$ cat src/rtl/spart_pkg.sv
// Shared SPART definitions: tx state encoding
// and frame constants common to both serial paths.
package spart_pkg;

    localparam int   DATA_BITS     = 8;
    localparam int   TICKS_PER_BIT = 16;
    localparam logic IDLE_LEVEL    = 1'b1;

    typedef enum logic [1:0] {
        IDLE,
        START,
        DATA,
        STOP
    } tx_state_t;

endpackage

$ cat src/rtl/uart_tx_bit_timer.sv
// Baud tick counter for the transmitter: pulses
// bit_done on the Baud tick that completes a bit.
module uart_tx_bit_timer #(
    parameter int CW = 5
) (
    input  logic          clk,
    input  logic          rst_n,
    input  logic          Baud,
    input  logic          clr,
    input  logic [CW-1:0] target,
    output logic          bit_done
);

    logic [CW-1:0] cnt;

    assign bit_done = Baud & ~clr &
                      (cnt == target - CW'(1));

    // Count Baud ticks; restart on clear or at each bit boundary
    always_ff @(posedge clk or negedge rst_n) begin
        if (!rst_n) begin
            cnt <= '0;
        end else if (clr || bit_done) begin
            cnt <= '0;
        end else if (Baud) begin
            cnt <= cnt + CW'(1);
        end
    end

endmodule

$ cat src/rtl/uart_tx.sv
// 8N1 serial transmitter with a one-entry holding
// buffer so frames can be sent back to back.
module uart_tx #(
    parameter int DATA_BITS     = spart_pkg::DATA_BITS,
    parameter int TICKS_PER_BIT = spart_pkg::TICKS_PER_BIT,
    parameter int STOP_BITS     = 1
) (
    input  logic                 clk,
    input  logic                 rst_n,
    input  logic                 Baud,
    input  logic [DATA_BITS-1:0] TxD_data,
    input  logic                 wr_tx,
    output logic                 TxD,
    output logic                 TBR,
    output logic                 tx_busy
);

    import spart_pkg::*;

    localparam int CW = $clog2(TICKS_PER_BIT * STOP_BITS) + 1;
    localparam int BW = (DATA_BITS > 1) ? $clog2(DATA_BITS) : 1;

    tx_state_t            state;
    tx_state_t            state_nx;
    logic [DATA_BITS-1:0] hold_q;
    logic [DATA_BITS-1:0] shift_q;
    logic                 hold_full;
    logic [BW-1:0]        bit_cnt;
    logic                 txd_q;
    logic                 load;
    logic                 clr;
    logic                 bit_done;
    logic [CW-1:0]        target;

    uart_tx_bit_timer #(
        .CW(CW)
    ) u_timer (
        .clk     (clk),
        .rst_n   (rst_n),
        .Baud    (Baud),
        .clr     (clr),
        .target  (target),
        .bit_done(bit_done)
    );

    // Next state, shifter load and bit length selection
    always_comb begin
        state_nx = state;
        load     = 1'b0;
        clr      = 1'b0;
        target   = CW'(TICKS_PER_BIT);
        unique case (state)
            IDLE: begin
                clr = 1'b1;
                if (hold_full) begin
                    load     = 1'b1;
                    state_nx = START;
                end
            end
            START: begin
                if (bit_done) state_nx = DATA;
            end
            DATA: begin
                if (bit_done &&
                    bit_cnt == BW'(DATA_BITS - 1))
                    state_nx = STOP;
            end
            STOP: begin
                target = CW'(STOP_BITS * TICKS_PER_BIT);
                if (bit_done) begin
                    if (hold_full) begin
                        load     = 1'b1;
                        state_nx = START;
                    end else begin
                        state_nx = IDLE;
                    end
                end
            end
            default: state_nx = IDLE;
        endcase
    end

    // State register
    always_ff @(posedge clk or negedge rst_n) begin
        if (!rst_n) state <= IDLE;
        else        state <= state_nx;
    end

    // Holding register: accept a write only while empty
    always_ff @(posedge clk or negedge rst_n) begin
        if (!rst_n) begin
            hold_q    <= '0;
            hold_full <= 1'b0;
        end else if (load) begin
            hold_q    <= '0;
            hold_full <= 1'b0;
        end else if (wr_tx && !hold_full) begin
            hold_q    <= TxD_data;
            hold_full <= 1'b1;
        end
    end

    // Shifter and data bit counter
    always_ff @(posedge clk or negedge rst_n) begin
        if (!rst_n) begin
            shift_q <= '0;
            bit_cnt <= '0;
        end else if (load) begin
            shift_q <= hold_q;
            bit_cnt <= '0;
        end else if (state == DATA && bit_done) begin
            shift_q <= shift_q >> 1;
            bit_cnt <= bit_cnt + BW'(1);
        end
    end

    // Registered line driver, one cycle behind the state
    always_ff @(posedge clk or negedge rst_n) begin
        if (!rst_n) begin
            txd_q <= IDLE_LEVEL;
        end else begin
            unique case (state)
                START:   txd_q <= 1'b0;
                DATA:    txd_q <= shift_q[0];
                default: txd_q <= IDLE_LEVEL;
            endcase
        end
    end

    assign TxD     = txd_q;
    assign TBR     = ~hold_full;
    assign tx_busy = (state != IDLE);

endmodule

$ cat config.mk
export PLATFORM = sky130hd
export DESIGN_NAME = uart_tx
export DESIGN_NICKNAME = d
export VERILOG_FILES = /design/src/rtl/spart_pkg.sv /design/src/rtl/uart_tx_bit_timer.sv /design/src/rtl/uart_tx.sv
export SDC_FILE = /design/constraint.sdc
export NUM_CORES = 1
export LEC_CHECK = 0
export BUFFER_PORTS_ARGS = -buffer_cell sky130_fd_sc_hd__buf_4
export CAP_MARGIN = 30
export CORE_MARGIN = 1
export CORE_UTILIZATION = 60
export DETAILED_ROUTE_END_ITERATION = 10
export PLACE_DENSITY_LB_ADDON = 0.08
export SETUP_SLACK_MARGIN = 0.1
export SYNTH_ARGS = -nofsm -noshare
export SYNTH_HDL_FRONTEND = slang
export SYNTH_SLANG_ARGS = --single-unit
$ cat constraint.sdc
create_clock -name clk -period 5 [get_ports clk]
set_input_delay 0.75 -clock clk [delete_from_list [all_inputs] [get_ports clk]]
set_output_delay 0.75 -clock clk [all_outputs]
set_load 0.005 [all_outputs]
==> flow_summary.yaml <==
status:
  status: "finished clean"
grt:
  grt-ovfl-total: 0
  grt_max_degree: 29
  antenna_found_initial: 0
  grt_pass1_vias: 1008
  track_usage: 0.230
  grt_pass1_wl_um: 4400
critical_path:
  worstPathRequired_ps: 5190
  startpoint_type: "flip-flop"
  criticalPathCategory: "flip-flop to flip-flop"
  cpPeakStageDelay_ps: 610
  arrival_ps: 2560
  r2r-start: "u_timer.cnt[0]$_DFFE_PN0P_"
  slowest_stage: "nand4_1"
  rrSetupSlack_ps: 2620
  path_cells: "ha_1 -> and3_1 -> ha_1 -> nand4_1 -> mux2i_1 -> o21ai_0"
  rr_worst_depth: 6
  worstPathMaxFanout: 11
  crit_path_end_kind: "flip-flop"
  cpMostUsedCell: "ha_1"
  reg2reg_to: "shift_q[4]$_DFFE_PN0P_"
yosys:
  synthFlopType: "dfrtp_1"
  synth_cell_types: 27
  async_flop_share: 1.00
  ys_warn_count: 0
  synth_seq_area_share: 0.500
  synth_nets: 163
  yosysTopAreaCell: "dfrtp_1"
  synth_top_area_frac: 0.481
  avgSynthCellArea_um2: 9.82
  synth_cells: 143
  synth_commonest_cells: "30 x nand2_1, 27 x dfrtp_1, 18 x o21ai_0, 11 x nor2_1, 10 x mux2i_1"
  ys_seq_elements: 28
  synth_edf_count: 0
  syn-cell-area_um2: 1400
  synth.most_common_cell: "nand2_1"
  synth_area_leaders: "dfrtp_1 48%, nand2_1 8.0%, ha_1 7.1%"
place:
  dp_hpwl_um: 1760
  port-buffer-count: 14
  place_inst: 179
  gp_congestion: 0.699
power_and_ir_drop:
  p_per_area_nw_per_um2: 502
  p_leak_nw: 0.780
  vdd_ir_drop_max_uv: 357
final_layout:
  n_antenna_cell: 0
  stdcell_count: 183
  syn2layout_area_growth_pct: 9.00
  fill_cells: 181
  drive_gt1_frac: 0.142
  layout.nets: 176
cts:
  hold_buffers: 0
  htreeDepth: 1
  post_cts_buffers: 0
  numCtsBuffers: 3
  tritoncts: "built"
  cts_root_buf: "clkbuf_4"
  clock_sinks: 28
  cts_resized: 0
  cts.clk_slew.worst_paths_ps: 140
  insertion_delay_ps: 320
  cts_buffer_depth: 2
sta:
  max_freq_mhz: 421
  setup_tns_ps: 0
  relSlewSlack: 0.467
  setup_viol: 0
  finalHoldViolCount: 0
  min_period_over_period: 0.475
  grt_setup_unrepaired: "false"
  fin_crit_ps: 2380
  slew_violations: 0
  worst_slew_pin_slew_ps: 797
  finClkSkew_ps: 10.9
detailed_routing:
  via_per_inst: 5.63
  drt_wl_total_um: 2350
  num_vias: 1031
  drtIter0Drc: 38
  drcViolationCount: 0
  ant_nets: 0
  dr.pass1.iters: 4
  wl_per_cell_um: 12.8
floorplan:
  pin_count: 15
  die_h_um: 50.4
  start_util: 0.635
  rows: 17
  die-area_um2: 2540
  core-area_um2: 2210
  die_w_um: 50.4
hold_path:
  hold_class: "primary input to asynchronous set/reset pin"
run:
  maxCapViolations: 0
critical path, delay by kind of cell, from the launching register on:
kind	cells	cell delay [ps]
compound gates	1	110
mux	1	390
fa+ha+maj	2	540
flops	1	430
simple gates	2	790
power breakdown:
part           switching (mW)  internal, mW  leakage, nW
combinational           0.184         0.133        0.400
sequential             0.0519         0.308        0.365
clock                  0.0612        0.0312       0.0150
per-stage QoR:
| stage | worst slack, ps | total power, mW | hold WS (ps) | utilization | instance area (µm²) |
|---|---|---|---|---|---|
| finish | 2620 | 0.768 | 310 | 0.692 | 1530 |
| detailed placement | 2660 | 0.682 | 472 | 0.680 | 1500 |
| floorplan | 3180 | 0.596 | 450 | - | 1400 |
| global route | 2420 | 0.838 | 307 | 0.692 | 1530 |
| CTS | 2650 | 0.774 | 314 | 0.692 | 1530 |
| global placement | 2870 | 0.658 | 466 | 0.680 | 1500 |
sequential cells by signal, summed over array words and instances, names as in the netlist:
| register | count |
|---|---|
| state | 2 |
| TxD | 1 |
| u_timer.cnt | 5 |
| shift_q | 8 |
| bit_cnt | 3 |
| hold_q | 8 |
| hold_full | 1 |
layer usage:
layer,wire (µm),GRT usage
met1,1060,0.299
met2,1210,0.398
met3,70,0.0394
met5,0,0
met4,9,0.0556
cells by family after synthesis:
logic type	synth area share
xor gates and xnor gates	0.00624
and+or+nand+nor	0.182
AOI/OAI and AO/OA	0.122
DFF	0.500
buffers and inverters	0.0472
adders and majority gates	0.0713
muxes	0.0713
cells in the final DEF, fill, tap and decap left out, types with 2 or more instances in the layout:
master     n
buf_4     14
o21ai_0   18
dfrtp_1   27
nor2b_1    2
and3_1     2
inv_1      7
ha_1       8
a21oi_1    6
nor2_1    11
nor3_1     4
mux2i_1   10
clkbuf_4   3
nand2_1   30
layout make-up:
cell class,count,area [µm²],share of cell area
inverter,7,26.3,0.0172
sequential,28,702,0.459
clock buffer,4,26.3,0.0172
tap,28,35.0,0.0229
timing repair buffer,14,105,0.0687
multi-input combinational,102,636,0.415
worst max-delay path by stage:
stage                                           from                     end  slack (ps)  depth (start not counted)
final                     u_timer.cnt[0]$_DFFE_PN0P_  shift_q[4]$_DFFE_PN0P_        2620                          6
after global routing      u_timer.cnt[0]$_DFFE_PN0P_   hold_q[7]$_DFFE_PN0P_        2420                          6
after CTS                 u_timer.cnt[0]$_DFFE_PN0P_  shift_q[4]$_DFFE_PN0P_        2650                          6
after detailed placement  u_timer.cnt[0]$_DFFE_PN0P_  shift_q[4]$_DFFE_PN0P_        2660                          6
after global placement    u_timer.cnt[0]$_DFFE_PN0P_  shift_q[2]$_DFFE_PN0P_        2870                          6
after floorplan           u_timer.cnt[0]$_DFFE_PN0P_  shift_q[2]$_DFFE_PN0P_        3180                          9
(Power assumes the default switching activity.)
